<file path="src/rtl/spi_master.sv">
// SPI mode-0 (CPOL=0, CPHA=0) MSB-first master with chip-select setup, hold
// and idle timing. Supports single transfers and back-to-back bursts that
// keep ss low.
module spi_master #(
  parameter int unsigned DATA_W   = 8,
  parameter int unsigned HALF_DIV = 3,
  parameter int unsigned CS_SETUP = 2,
  parameter int unsigned CS_HOLD  = 2,
  parameter int unsigned CS_IDLE  = 4
) (
  input  logic              clk,
  input  logic              rst,
  input  logic              start,
  input  logic [DATA_W-1:0] din,
  input  logic              keep_ss,
  output logic              ready,
  output logic              busy,
  output logic              done,
  output logic [DATA_W-1:0] dout,
  output logic              sck,
  output logic              ss,
  output logic              mosi,
  input  logic              miso
);

  localparam int unsigned MaxAB    = (HALF_DIV > CS_SETUP) ? HALF_DIV : CS_SETUP;
  localparam int unsigned MaxCD    = (CS_HOLD > CS_IDLE) ? CS_HOLD : CS_IDLE;
  localparam int unsigned CntMax   = (MaxAB > MaxCD) ? MaxAB : MaxCD;
  localparam int unsigned CntW     = $clog2(CntMax + 1);
  localparam int unsigned HalfW    = $clog2(2 * DATA_W + 1);
  localparam int unsigned LastHalf = 2 * DATA_W - 1;

  typedef enum logic [2:0] {StIdle, StSetup, StShift, StHold, StGap, StLinger} state_e;

  state_e              state_q, state_d;
  logic [CntW-1:0]     cnt_q, cnt_d;
  logic [HalfW-1:0]    half_q, half_d;
  logic [DATA_W-1:0]   tx_q, tx_d;
  logic [DATA_W-1:0]   rx_q, rx_d;
  logic [DATA_W-1:0]   dout_q, dout_d;
  logic                sck_q, sck_d;
  logic                mosi_q, mosi_d;
  logic                done_q, done_d;
  logic                ss_q, ss_d;
  logic                busy_q, busy_d;
  logic                ready_q, ready_d;

  // State register: reset parks in GAP so ss stays high for a full idle period.
  always_ff @(posedge clk) begin
    if (rst) begin
      state_q <= StGap;
      cnt_q   <= '0;
      half_q  <= '0;
    end else begin
      state_q <= state_d;
      cnt_q   <= cnt_d;
      half_q  <= half_d;
    end
  end

  // Next-state and datapath: timing counters, sck toggling, shift registers.
  always_comb begin
    state_d = state_q;
    cnt_d   = cnt_q;
    half_d  = half_q;
    sck_d   = sck_q;
    tx_d    = tx_q;
    rx_d    = rx_q;
    mosi_d  = mosi_q;
    dout_d  = dout_q;
    done_d  = 1'b0;
    unique case (state_q)
      StIdle: begin
        if (start && ready_q) begin
          tx_d    = din;
          mosi_d  = din[DATA_W-1];
          cnt_d   = '0;
          state_d = StSetup;
        end
      end
      StSetup: begin
        if (cnt_q == CntW'(CS_SETUP - 1)) begin
          cnt_d   = '0;
          half_d  = '0;
          sck_d   = 1'b0;
          state_d = StShift;
        end else begin
          cnt_d = cnt_q + 1'b1;
        end
      end
      StShift: begin
        if (cnt_q == CntW'(HALF_DIV - 1)) begin
          cnt_d  = '0;
          half_d = half_q + 1'b1;
          sck_d  = ~sck_q;
          if (!sck_q) begin
            // Rising sck edge: capture miso.
            rx_d = {rx_q[DATA_W-2:0], miso};
          end else if (half_q == HalfW'(LastHalf)) begin
            // Final falling edge: publish the received word.
            dout_d  = rx_q;
            done_d  = 1'b1;
            half_d  = '0;
            state_d = keep_ss ? StLinger : StHold;
          end else begin
            tx_d   = tx_q << 1;
            mosi_d = tx_d[DATA_W-1];
          end
        end else begin
          cnt_d = cnt_q + 1'b1;
        end
      end
      StHold: begin
        if (cnt_q == CntW'(CS_HOLD - 1)) begin
          cnt_d   = '0;
          state_d = StGap;
        end else begin
          cnt_d = cnt_q + 1'b1;
        end
      end
      StGap: begin
        if (cnt_q == CntW'(CS_IDLE - 1)) begin
          cnt_d   = '0;
          state_d = StIdle;
        end else begin
          cnt_d = cnt_q + 1'b1;
        end
      end
      StLinger: begin
        // A new start wins over keep_ss dropping in the same cycle.
        if (start && ready_q) begin
          tx_d    = din;
          mosi_d  = din[DATA_W-1];
          cnt_d   = '0;
          half_d  = '0;
          state_d = StShift;
        end else if (!keep_ss) begin
          cnt_d   = '0;
          state_d = StHold;
        end
      end
      default: begin
        cnt_d   = '0;
        state_d = StGap;
      end
    endcase
  end

  // Output decode from the next state so ss/busy/ready are registered with it.
  always_comb begin
    ss_d    = 1'b1;
    busy_d  = 1'b0;
    ready_d = 1'b0;
    unique case (state_d)
      StIdle:                   ready_d = 1'b1;
      StSetup, StShift, StHold: begin
        ss_d   = 1'b0;
        busy_d = 1'b1;
      end
      StLinger: begin
        ss_d    = 1'b0;
        // ready rises one cycle after done, so a start coinciding with done is dropped.
        ready_d = (state_q == StLinger);
      end
      default: ;
    endcase
  end

  // Output and datapath registers.
  always_ff @(posedge clk) begin
    if (rst) begin
      tx_q    <= '0;
      rx_q    <= '0;
      dout_q  <= '0;
      sck_q   <= 1'b0;
      mosi_q  <= 1'b0;
      done_q  <= 1'b0;
      ss_q    <= 1'b1;
      busy_q  <= 1'b0;
      ready_q <= 1'b0;
    end else begin
      tx_q    <= tx_d;
      rx_q    <= rx_d;
      dout_q  <= dout_d;
      sck_q   <= sck_d;
      mosi_q  <= mosi_d;
      done_q  <= done_d;
      ss_q    <= ss_d;
      busy_q  <= busy_d;
      ready_q <= ready_d;
    end
  end

  assign ready = ready_q;
  assign busy  = busy_q;
  assign done  = done_q;
  assign dout  = dout_q;
  assign sck   = sck_q;
  assign ss    = ss_q;
  assign mosi  = mosi_q;

endmodule

</file>
<file path="config.mk">
export PLATFORM = sky130hd
export DESIGN_NAME = spi_master
export DESIGN_NICKNAME = d
export VERILOG_FILES = /design/src/rtl/spi_master.sv
export SDC_FILE = /design/constraint.sdc
export NUM_CORES = 1
export LEC_CHECK = 0
export CORE_MARGIN = 8
export CORE_UTILIZATION = 25
export DETAILED_ROUTE_END_ITERATION = 10
export SETUP_SLACK_MARGIN = 0.3
export SLEW_MARGIN = 0
export SYNTH_ARGS = -nofsm -noshare
export SYNTH_HDL_FRONTEND = slang
export SYNTH_SLANG_ARGS = --single-unit
export TNS_END_PERCENT = 30
</file>
<file path="constraint.sdc">
create_clock -name clk -period 2.8 [get_ports clk]
set_input_delay 0.56 -clock clk [delete_from_list [all_inputs] [get_ports clk]]
set_output_delay 0.56 -clock clk [all_outputs]
set_load 0.02 [all_outputs]
</file>
* Word level (Yosys, flattened, before mapping)
Cells that the tools add are included.
Word-level totals: register bits 40, input port bits 13, output and inout bits 14, word-level logic and storage cells 96
Cells by class: $add $sub $neg 2, equality and inequality tests 21, mux-type cells 41, bitwise logic cells 3, reduce and logical (&&, ||, !) cells 17
Operators with widths (count):
- $mux 3 | 16
- $mux 7 | 4
- $mux 5 | 5
- $eq 3x2->1 const B | 6
- $pmux 3 s6 | 1
- $pmux 3 s5 | 1
- $pmux 5 s3 | 1
- $pmux 7 s2 | 1
- $ne 2x2->1 const B | 6
- $eq 3x1->1 const B | 3
- $eq 3x3->1 const B | 3
- $mux 1 | 9
- $reduce_and 4->1 | 2
- $reduce_or 4->1 | 2
- $logic_not 3->1 | 2
- $pmux 1 s2 | 3
- $reduce_and 3->1 | 2
- $add 5x1->5 const B | 1
- $eq 5x4->1 const B | 1
- $reduce_and 5->1 | 1
- $reduce_bool 2->1 | 2
- $reduce_or 2->1 | 2
- $add 3x1->3 const B | 1
- $ne 3x3->1 const B | 1
- 6 further kinds | 8

* Longest topological paths before layout
depth after elaboration 8, mapped depth 8, depth with buffers taken out 7

* Worst setup path before layout
OpenSTA, ideal clock, no wires.
kind flip-flop to flip-flop, start register cnt_q[0], end register half_q[4], setup time 72 ps, arrival 1897 ps, required time 2728 ps, slack 831 ps, stages on the path, launching flop included 9, buffers on the path 1, period minus slack after synthesis 1969 ps, path through dfxtp_1 -> inv_1 -> ha_1 -> nor4b_1 -> nand2_1 -> or2_2 -> buf_2 -> or3_1 -> a21oi_1
On the way: cells in the longest elaborated chain, start to end 3, elaborated cells on any way between the ends 5, those cells by class eq/ne: 4; reduce/logical: 1
RTL lines:
- from (decl) | line 36 | logic [CntW-1:0] cnt_q, cnt_d;
- from (signal assigned) | line 56 | cnt_q <= cnt_d;
- $eq 3x2->1 or $eq 3x1->1 (tied branches) | line 92, 82
- $ne 2x2->1 (no source line)
- $reduce_and 4->1 (no source line) *
- to (signal assigned) | line 57 | half_q <= half_d;
- to (decl) | line 37 | logic [HalfW-1:0] half_q, half_d;
Mark *: on every way between the ends. The rest lies on a longest branch, timed or not. A chain may end at the register's enable or synchronous reset.

* Worst setup path in the final report
Same ends and word-level chain as after synthesis.

==> metrics.cfg <==
[synth]
synth_top_flop_cell = dfxtp_1
synth_fp_nets = 226
yosysWarnings = 0
async_reset_ff_frac = 0
synth_edf_count = 0
ys_seq_elements = 40
syn_area_um2 = 1920
ys_seq_area_frac = 0.418
syn_inst = 207
syn_area_per_cell_um2 = 9.26
ys_types = 42

[worst_setup_path]
criticalPathCategory = reg2reg
arrival_ps = 2420
worst_ep_required_time_ps = 3020
end_kind = flip-flop
path_max_fanout = 10
ff2ff_path_depth = 7
critPathLaunchType = flip-flop

[final_layout]
finalNetCount = 253
final_area_um2 = 2380
fin_cells = 337
drive_gt1_frac = 0.0936
syn2layout_area_growth_pct = 24.1
final_util = 0.314
diodes = 0

[drt]
dr.pass1.iters = 4
drc_errors = 0
drtIter0Drc = 79
wl_um = 4120
vias = 1509
via_per_inst = 4.48
wl_per_cell_um = 12.2
ant_nets = 0

[sta]
finalSetupViolCount = 0
slew_headroom = 0.576
rsz0062_at_grt = false
min_period_ps = 2200
hold_violations = 0
tightest_slew_ps = 631
period_share = 0.785
fin_skew_ps = 10.2
tns_ps = 0
fmax_ghz = 0.455
slew_viol_final = 0

[hold_path]
worstHoldPathCells = 2
hp-class = reg2reg

[clocking]
htreeDepth = 2
cts_buffers = 5
cts_resized = 0
clock_latency_ps = 290
cts-root-buf = clkbuf_8
path_clk_slew_ps = 80
clock_sinks = 40
post_cts_buffers = 0
postCtsHoldBufs = 0
clk_path_buf_depth = 2
cts_tree = built

[die]
coreArea_um2 = 7570
ios = 27
fp.dieW_um = 104
initial_core_util = 0.253
die_h_um = 104
placementRows = 32
dieArea_um2 = 10700

[pwr]
leakagePower_nw = 0.862
finalPower_mw = 1.25
power_density_nw_per_um2 = 526
ir_worst_vdd_mv = 0.216

[placed_design]
placed_cell_area_um2 = 2290
dp_hpwl_um = 2940
gp_congestion = 0.742
port_buffers = 26
numPlacedInstances = 329

[grt]
grt_pass1_wl_um = 7040
grt_max_degree = 40
grt-ovfl-total = 0
antenna_found_initial = 0
grt_pass1_vias = 1515
track_usage = 0.0777

[flow_run]
drv_cap = 0

[status]
status = finished clean

## critical path, stage by stage, from the launching register on
cell     delay (ps)
dfxtp_1         330
inv_1            90
ha_1            220
nor4b_1         460
nand2_1         120
or2_2           430
or3_1           340
a21oi_1         140
## cells in the mapped netlist (2+ instances only)
cell type  instances  share of area
inv_1              6          0.012
nand2_1            4         0.0078
a211oi_1           5          0.020
a21oi_1            7          0.018
o21ai_0            7          0.018
a22oi_1            2         0.0078
nor4b_1            2         0.0091
nor2b_1            7          0.023
and2_1             2         0.0065
nand3b_1           2         0.0078
nor3_1             2         0.0052
o22ai_1            3         0.0098
a31oi_1            2         0.0065
mux2i_1           27           0.14
clkbuf_1           5         0.0098
a211oi_2           3          0.020
buf_2              3         0.0078
nor3b_1            2         0.0078
nor2_1            40          0.078
or2_2              3         0.0098
nand3_1            5          0.013
dfxtp_1           40           0.42
a21o_1             4          0.016
ha_1               6          0.039
## flip-flops by register name, summed over array words and instances, names as in the netlist
register / count
half_q: 5
mosi: 1
cnt_q: 3
busy: 1
ss: 1
state_q: 3
dout: 8
sck: 1
rx_q: 8
done: 1
ready: 1
tx_q: 7
## stage by stage
step           worst slack [ps]  hold WS [ps]
2_1_floorplan               831           460
3_3_place_gp                382           482
3_5_place_dp                347           482
4_1_cts                     589           504
5_1_grt                     444           528
6_report                    603           498
## layout make-up
class                      count  area [um2]
multi-input combinational    150        1040
fill                         800        5190
sequential                    40         801
clock inverter                 2        10.0
clock buffer                   6        82.6
tap                          102         128
timing repair buffer          31         298
inverter                       6        22.5
## layout by cell type, fill, tap and decap left out, types with 3 or more instances in the layout
master           instances
nor2_1                  40
dfxtp_1                 40
mux2i_1                 27
clkdlybuf4s50_1         26
nor2b_1                  7
a21oi_1                  7
o21ai_0                  7
inv_1                    6
ha_1                     6
clkbuf_8                 6
nand3_1                  5
a211oi_1                 5
buf_4                    5
nand2_1                  4
a21o_1                   4
or2_2                    3
o22ai_1                  3
a211oi_2                 3
## routing by layer
metal  routed length (um)  track usage
met5                    0            0
met4                   40       0.0252
met3                  214       0.0279
met2                 1840        0.125
met1                 2020       0.0939
## where the power goes
part           total (mW)  leakage (nW)  internal (mW)  switching [mW]
Combinational       0.233         0.488          0.112           0.121
Clock               0.396        0.0510          0.197           0.200
Sequential          0.621         0.323          0.598          0.0237
Total                1.25         0.862          0.907           0.344
## logic make-up (layout without fill, tap and decap cells)
| group | after synthesis | after routing | synth area share |
|---|---|---|---|
| AO/OA/AOI/OAI | 38 | 38 | 0.153 |
| XOR/XNOR | 1 | 1 | 0.00457 |
| adder cells (fa/ha/maj) | 6 | 6 | 0.0392 |
| buffers and inverters | 17 | 45 | 0.0411 |
| flip-flops | 40 | 40 | 0.418 |
| multiplexers | 27 | 27 | 0.141 |
| AND/OR/NAND/NOR | 78 | 78 | 0.204 |
## worst paths after layout
| check | end | slack (ps) | start |
|---|---|---|---|
| worst max-delay path | half_q[4]$_SDFFE_PP0P_ | 600 | cnt_q[0]$_SDFFE_PP0P_ |
| worst min-delay path | mosi$_SDFFE_PP0P_ | 500 | mosi$_SDFFE_PP0P_ |
| worst max register to register | half_q[4]$_SDFFE_PP0P_ | 600 | cnt_q[0]$_SDFFE_PP0P_ |
| worst min register to register | mosi$_SDFFE_PP0P_ | 500 | mosi$_SDFFE_PP0P_ |
Power figures use the tool's default switching activity.
